--- src/rtl/keypad_pkg.sv ---
// Shared definitions for the keypad scanner: the keypad geometry, the scan
// state encoding and two small helpers for one-hot row/column vectors.
package keypad_pkg;

  // The keypad is a square 4x4 matrix; rows and columns share one width.
  localparam int KEY_W = 4;

  // Row that is driven first after reset.
  localparam logic [KEY_W-1:0] ROW0_ONEHOT = 4'b0001;

  // Scanner states. SCAN walks the rows; the two debounce states qualify a
  // press or a release; HELD waits for the accepted key to be let go.
  typedef enum logic [1:0] {
    SCAN             = 2'd0,
    DEBOUNCE_PRESS   = 2'd1,
    HELD             = 2'd2,
    DEBOUNCE_RELEASE = 2'd3
  } scan_state_e;

  // True when exactly one bit is set. Zero or several closed contacts are
  // treated as "no usable key" by the scanner.
  function automatic logic is_onehot(input logic [KEY_W-1:0] v);
    return (v != '0) && ((v & (v - KEY_W'(1))) == '0);
  endfunction

  // Next row in the scan order 0001 -> 0010 -> 0100 -> 1000 -> 0001.
  function automatic logic [KEY_W-1:0] rotate_row(input logic [KEY_W-1:0] v);
    return {v[KEY_W-2:0], v[KEY_W-1]};
  endfunction

endpackage

--- src/rtl/keypad_scanner_synchronizer.sv ---
// Two-flop synchronizer for asynchronous keypad lines. Each bit is
// synchronized independently; the scanner only ever consumes the output
// flop, so metastability on the first stage has a full cycle to settle.
module keypad_scanner_synchronizer #(
  parameter int WIDTH = 4
) (
  input  logic             clk,
  input  logic             reset,
  input  logic [WIDTH-1:0] d,
  output logic [WIDTH-1:0] q
);

  logic [WIDTH-1:0] meta;

  // Two back-to-back capture stages, cleared to "no key" on reset.
  always_ff @(posedge clk or posedge reset) begin
    if (reset) begin
      meta <= '0;
      q    <= '0;
    end else begin
      meta <= d;
      q    <= meta;
    end
  end

endmodule

--- src/rtl/keypad_scanner.sv ---
// 4x4 matrix keypad scanner.
// Drives the rows one at a time, samples the synchronized columns at the end
// of each row's dwell, debounces a single key press and release, and hands
// the decoder a stable one-hot row/column pair with a one-cycle strobe.
// Build option: define KEYPAD_ACTIVE_LOW_EN for pull-up keypad wiring; the
// row drive and column sense then become active-low at the pins, while
// key_rows/key_cols stay active-high.
module keypad_scanner
  import keypad_pkg::*;
#(
  parameter int SCAN_CYCLES     = 1200,
  parameter int DEBOUNCE_CYCLES = 960000
) (
  input  logic             clk,
  input  logic             reset,
  input  logic [KEY_W-1:0] cols_in,
  output logic [KEY_W-1:0] rows_out,
  output logic [KEY_W-1:0] key_rows,
  output logic [KEY_W-1:0] key_cols,
  output logic             key_valid,
  output logic             key_held
);

  // One counter width serves both the row dwell and the debounce count.
  localparam int MAX_CYCLES = (SCAN_CYCLES > DEBOUNCE_CYCLES) ? SCAN_CYCLES
                                                              : DEBOUNCE_CYCLES;
  localparam int CNT_W      = (MAX_CYCLES > 1) ? $clog2(MAX_CYCLES) : 1;

  localparam logic [CNT_W-1:0] SCAN_LAST = CNT_W'(SCAN_CYCLES - 1);
  localparam logic [CNT_W-1:0] DEB_LAST  = CNT_W'(DEBOUNCE_CYCLES - 1);

  scan_state_e      state, state_next;
  logic [KEY_W-1:0] row_q, row_next;
  logic [CNT_W-1:0] scan_cnt, scan_cnt_next;
  logic [CNT_W-1:0] deb_cnt, deb_cnt_next;
  logic [KEY_W-1:0] cand_row, cand_row_next;
  logic [KEY_W-1:0] cand_col, cand_col_next;
  logic [KEY_W-1:0] key_rows_next, key_cols_next;
  logic             key_valid_next;

  logic [KEY_W-1:0] cols_active;
  logic [KEY_W-1:0] cols_sync;
  logic             cand_hit;

`ifdef KEYPAD_ACTIVE_LOW_EN
  // Pull-up wiring: a closed contact pulls the column low, and the selected
  // row is the one driven low. Internally everything stays active-high.
  assign cols_active = ~cols_in;
  assign rows_out    = ~row_q;
`else
  assign cols_active = cols_in;
  assign rows_out    = row_q;
`endif

  keypad_scanner_synchronizer #(
    .WIDTH(KEY_W)
  ) u_cols_sync (
    .clk  (clk),
    .reset(reset),
    .d    (cols_active),
    .q    (cols_sync)
  );

  // While a key is held only its own column matters; other contacts in the
  // frozen row are deliberately ignored.
  assign cand_hit = |(cols_sync & cand_col);

  // The key is reported as held from acceptance until the release debounce
  // completes, so a release glitch never drops key_held.
  assign key_held = (state == HELD) || (state == DEBOUNCE_RELEASE);

  // State register.
  always_ff @(posedge clk or posedge reset) begin
    if (reset) begin
      state <= SCAN;
    end else begin
      state <= state_next;
    end
  end

  // Row drive, counters, candidate key and the registered decoder outputs.
  always_ff @(posedge clk or posedge reset) begin
    if (reset) begin
      row_q     <= ROW0_ONEHOT;
      scan_cnt  <= '0;
      deb_cnt   <= '0;
      cand_row  <= '0;
      cand_col  <= '0;
      key_rows  <= '0;
      key_cols  <= '0;
      key_valid <= 1'b0;
    end else begin
      row_q     <= row_next;
      scan_cnt  <= scan_cnt_next;
      deb_cnt   <= deb_cnt_next;
      cand_row  <= cand_row_next;
      cand_col  <= cand_col_next;
      key_rows  <= key_rows_next;
      key_cols  <= key_cols_next;
      key_valid <= key_valid_next;
    end
  end

  // Next-state and datapath decisions. Counters only increment below their
  // terminal value, so they can never wrap.
  always_comb begin
    state_next     = state;
    row_next       = row_q;
    scan_cnt_next  = scan_cnt;
    deb_cnt_next   = deb_cnt;
    cand_row_next  = cand_row;
    cand_col_next  = cand_col;
    key_rows_next  = key_rows;
    key_cols_next  = key_cols;
    key_valid_next = 1'b0;

    case (state)
      SCAN: begin
        if (scan_cnt == SCAN_LAST) begin
          scan_cnt_next = '0;
          if (is_onehot(cols_sync)) begin
            cand_row_next = row_q;
            cand_col_next = cols_sync;
            deb_cnt_next  = '0;
            state_next    = DEBOUNCE_PRESS;
          end else begin
            row_next = rotate_row(row_q);
          end
        end else begin
          scan_cnt_next = scan_cnt + CNT_W'(1);
        end
      end

      DEBOUNCE_PRESS: begin
        if (cols_sync == cand_col) begin
          if (deb_cnt == DEB_LAST) begin
            deb_cnt_next   = '0;
            key_valid_next = 1'b1;
            key_rows_next  = cand_row;
            key_cols_next  = cand_col;
            state_next     = HELD;
          end else begin
            deb_cnt_next = deb_cnt + CNT_W'(1);
          end
        end else begin
          deb_cnt_next  = '0;
          scan_cnt_next = '0;
          row_next      = rotate_row(row_q);
          state_next    = SCAN;
        end
      end

      HELD: begin
        if (!cand_hit) begin
          deb_cnt_next = '0;
          state_next   = DEBOUNCE_RELEASE;
        end
      end

      DEBOUNCE_RELEASE: begin
        if (cand_hit) begin
          deb_cnt_next = '0;
          state_next   = HELD;
        end else if (deb_cnt == DEB_LAST) begin
          deb_cnt_next  = '0;
          scan_cnt_next = '0;
          row_next      = rotate_row(row_q);
          state_next    = SCAN;
        end else begin
          deb_cnt_next = deb_cnt + CNT_W'(1);
        end
      end

      default: begin
        state_next = SCAN;
      end
    endcase
  end

endmodule

--- config.mk ---
export PLATFORM = sky130hd
export DESIGN_NAME = keypad_scanner
export DESIGN_NICKNAME = d
export VERILOG_FILES = /design/src/rtl/keypad_pkg.sv /design/src/rtl/keypad_scanner_synchronizer.sv /design/src/rtl/keypad_scanner.sv
export SDC_FILE = /design/constraint.sdc
export NUM_CORES = 1
export LEC_CHECK = 0
export CORE_MARGIN = 4
export CORE_UTILIZATION = 40
export DETAILED_ROUTE_END_ITERATION = 16
export SLEW_MARGIN = 40
export SYNTH_ARGS = -nofsm -noshare
export SYNTH_HDL_FRONTEND = slang
export SYNTH_SLANG_ARGS = --single-unit
--- constraint.sdc ---
create_clock -name clk -period 4.1 [get_ports clk]
set_input_delay 0.615 -clock clk [delete_from_list [all_inputs] [get_ports clk]]
set_output_delay 0.615 -clock clk [all_outputs]
set_load 0.05 [all_outputs]
== Word level (Yosys, flattened, before mapping) ==
Index checks and enable logic that the tools add are counted.
Word-level totals
  flip-flop bits (word level): 71
  latch bits: 0
  bits in writable memories: 0
  ROM bits: 0
  bits of input ports: 6
  output and inout port bits: 14
  word-level logic and storage cells: 73
  memories kept: 0
Operators by class
  add/subtract/negate cells: 3
  multipliers: 0
  divide/modulo/power cells: 0
  magnitude comparators: 0
  equality and inequality tests: 15
  shift-type cells: 0
  mux-type cells: 29
  bitwise gates (word level): 2
  reduce and logical (&&, ||, !) cells: 13
Operators with widths (count)
  $mux 20: 10
  $pmux 20 s4: 1
  $pmux 20 s3: 1
  $add 20x1->20 const B: 2
  $eq 20x11->1 const B: 1
  $eq 20x20->1 const B: 1
  $mux 4: 5
  $mux 2: 7
  $ne 2x2->1 const B: 6
  $pmux 4 s3: 1
  $reduce_and 3->1: 3
  $and 4x4->4: 2
  $pmux 2 s4: 1
  $reduce_and 6->1: 1
  $reduce_and 5->1: 1
  $eq 2x2->1 const B: 2
  $eq 4x4->1: 1
  $logic_not 4->1: 1
  $reduce_and 4->1: 1
  $reduce_bool 4->1: 1
  $reduce_or 4->1: 1
  $sub 4x1->4 const B: 1
  $mux 1: 3
  $ne 3x2->1 const B: 1
  7 further kinds: 7

== Logic depth before layout (Yosys ltp) ==
  word-level depth: 7
  gate-level depth with buffers: 8
  depth with buffers taken out: 7

== By module ==
A second synthesis with hierarchy kept.
Unflattened totals
  cells, all modules: 382
  area total of the unflattened synthesis: 3743.6 µm²
By module, submodules not included
  keypad_scanner: instances 1, cells an instance 373, area an instance 3539.6 µm², sequential area each 1577.8 µm²
  keypad_scanner_synchronizer: instances 1, cells an instance 9, area an instance 203.9 µm², sequential area each 200.2 µm²

== Worst setup path before layout ==
Ideal clock, no wire load.
  kind: reg2reg
  from: register deb_cnt[0]
  to: register scan_cnt[6]
  library setup time: 87 ps
  arrival time: 2162 ps
  data required time: 4013 ps
  setup slack: 1852 ps
  cell stages (with the launch flop): 8
  path buffers: 0
  clock period less this slack: 2248 ps
  cell sequence: dfrtp_1 ha_1 nand3_1 or4_4 o31ai_4 nand2_1 or4_1 o211ai_1
Between the ends
  cells in the longest elaborated chain, start to end: 3
Ends and longest elaborated chain
  start: declaration: line keypad_scanner.sv:35  | logic [CNT_W-1:0] deb_cnt, deb_cnt_next;
  start signal: assignment: line keypad_scanner.sv:95  | deb_cnt <= deb_cnt_next;
  $eq 20x20->1: line keypad_scanner.sv:164  | end else if (deb_cnt == DEB_LAST) begin
  $ne 2x1->1 (no source line)
  $reduce_and 4->1 (no source line)
  end signal: assignment: line keypad_scanner.sv:94  | scan_cnt <= scan_cnt_next;
  end: declaration: line keypad_scanner.sv:34  | logic [CNT_W-1:0] scan_cnt, scan_cnt_next;
Every way passes these cells.
A chain may end at the register's enable or synchronous reset.

== Worst setup path after layout ==
Ends and elaborated chain as after synthesis.

==> results.txt <==
Status: finished, final reports clean
Routed WL per cell: 15.5 um
Yosys top cell area share: 0.500
Setup TNS: 0 ns
Vias in the first global route: 2577
Htree depth: 3
Worst Max-Slew Pin Slew: 0.751 ns
Detail Placement HPWL: 4.90 mm
Largest net degree at the start of global routing: 72
Clk pin slew, worst setup/hold paths: 0.08 ns
Post-synth EDFFs: 0
Post-CTS setup buffer count: 0
CTS tree: yes
Final worst-path cycle share: 0.738
Synth cell types: 49
Final setup violation count: 0
Slew Viols, Final: 0
Critical path class: register to register
Hold Crit Class: register to register
Worst VDD drop: 0.000208 V
Vias: 2628
Initial antenna violation count: 0
Top Ports: 20
Die height: 102 um
Top cells by area, synth: dfrtp_1, mux2_2, o21ai_0
CP Capture Type: register
MaxCap Viol Count: 0
Register bit total from synthesis: 71
Grt ovf: 0
Clock skew: 0.00707 ns
WP data required: 4.37 ns
Root Driver: clkbuf_8
Main flop type after synthesis: dfrtp_1
Fmax: 330 MHz
# resized after CTS: 0
FFs w/ async S/R, synth: 1.00
Hold_ws: 0.353 ns
Worst-Skew Late Latency: 0.34 ns
CTS buffer count: 9
Post-Syn Nets: 357
DRT antenna net count: 0
Ant. Diodes: 0
CP max FO: 15
Hold Vio Cnt, Final: 0
Buffers on Ports: 19
Startpoint types: register
Post-Syn Area per Cell: 10.2 um^2
Leak pwr: 0.00175 uW
Post-synthesis instance total: 345
Most common cell in the synthesized netlist: dfrtp_1
Gr usage total: 0.152
Full die area: 0.0103 mm^2
Share of layout cells above drive strength 1: 0.143
Buffers from clock root to sink, at most: 2
RSZ-0062 raised after global routing: false
Core Util, Final: 0.479
Relative slew slack: 0.499
DR iter-0 viols: 121
Core Region: 0.00838 mm^2
Placer congestion estimate: 0.763
Routed vias/inst: 5.60
Fin nets: 371
Post-route minimum period: 3.03 ns
Mapped Area: 0.00350 mm^2
Register area share after synthesis: 0.508
Power density over the cells: 341 mW/mm^2
Worst EP arrival: 3.29 ns
Std cell rows: 33
Post-Route WL: 7.29 mm
CTS Sinks: 71
Starting Density: 0.418
Hold_buf cts: 0
Dominant cell type by area after synthesis: dfrtp_1
# DRC: 0
Post-synth top cells: dfrtp_1, o21ai_0, nand2_1
YS warnings: 0
DR pass1 iterations: 4
First-pass GRT wire length: 12.2 mm
DIE WIDTH: 102 um
Synth-to-layout area growth: 14.7%
layout by cell type, fill, tap and decap left out, types with 3 or more instances in the layout:
cell,instances
a21oi_1,12
and2_1,5
and3_1,11
clkbuf_8,10
clkdlybuf4s50_1,19
dfrtp_1,70
ha_1,6
mux2_2,20
nand2_1,25
nand2b_1,3
nand3_1,22
nand4_1,7
nor2_1,21
nor3_1,7
nor4_1,7
o21ai_0,40
o31ai_1,16
or2_2,4
xor2_1,5
cells by family after synthesis:
logic type / Yosys count / share of synthesized area
simple gates: 134 / 0.211
compound gates: 83 / 0.148
flops: 71 / 0.508
buf+inv: 22 / 0.0246
mux: 22 / 0.0700
xor+xnor: 7 / 0.0175
fa+ha+maj: 6 / 0.0214
through the flow:
step                      instances  cell area, um^2  setup WS (ns)  total power, uW
after floorplan                 345             3500           1.69              734
after global placement          453             3770           1.19              744
after detailed placement        453             3780           1.12              745
after CTS                       469             4010           1.10             1400
after global routing            469             4020          0.721             1430
final                           469             4020           1.07             1370
critical path: stages (launching register included):
cell and delay [ns]:
dfrtp_1 0.40, ha_1 0.22, nand3_1 0.17, or4_4 0.56, o31ai_4 0.50, nand2_1 0.42
or4_1 0.59, o211ai_1 0.09
final cells by class:
class / instances / area, um^2
timing repair buffer: 22 / 216
multi-input combinational: 252 / 1650
fill: 766 / 4360
clock inverter: 6 / 92.6
sequential: 71 / 1780
clock buffer: 10 / 138
tap: 105 / 131
inverter: 3 / 11.3
report_power, final:
group          switching (uW)  total (uW)  internal, uW  leakage, uW
Clock                     277         639           362     0.000109
Combinational            15.9        23.6          7.65     0.000686
Sequential               2.86         706           704     0.000956
final timing paths:
| path | from | to | slack (ns) | cells after the start |
|---|---|---|---|---|
| worst max-delay path | deb_cnt[0]$_DFFE_PP0P_ | scan_cnt[6]$_DFFE_PP0P_ | 1.07 | 7 |
| worst min-delay path | u_cols_sync.meta[3]$_DFF_PP0_ | u_cols_sync.q[3]$_DFF_PP0_ | 0.35 | 0 |
| worst max register to register | deb_cnt[0]$_DFFE_PP0P_ | scan_cnt[6]$_DFFE_PP0P_ | 1.07 | 7 |
| worst min register to register | u_cols_sync.meta[3]$_DFF_PP0_ | u_cols_sync.q[3]$_DFF_PP0_ | 0.35 | 0 |
| max in group asynchronous | reset | scan_cnt[2]$_DFFE_PP0P_ | 2.91 | 3 |
| min in group asynchronous | reset | deb_cnt[5]$_DFFE_PP0P_ | 0.75 | 3 |
state kept, by name (all words and copies together), names as in the netlist:
name,count
key_valid,1
cand_row,4
u_cols_sync.meta,4
state,2
u_cols_sync.q,4
rows_out,4
scan_cnt,20
deb_cnt,20
key_cols,4
key_rows,4
cand_col,4
routing by layer:
layer | track usage | part of all wire | up-vias
li1 | - | - | 1306
met1 | 0.200 | 0.47 | 1279
met2 | 0.240 | 0.48 | 38
met3 | 0.0434 | 0.035 | 5
met4 | 0.0501 | 0.011 | 0
met5 | 0 | 0 | -
Note: power is estimated with default switching activity, not from simulation.
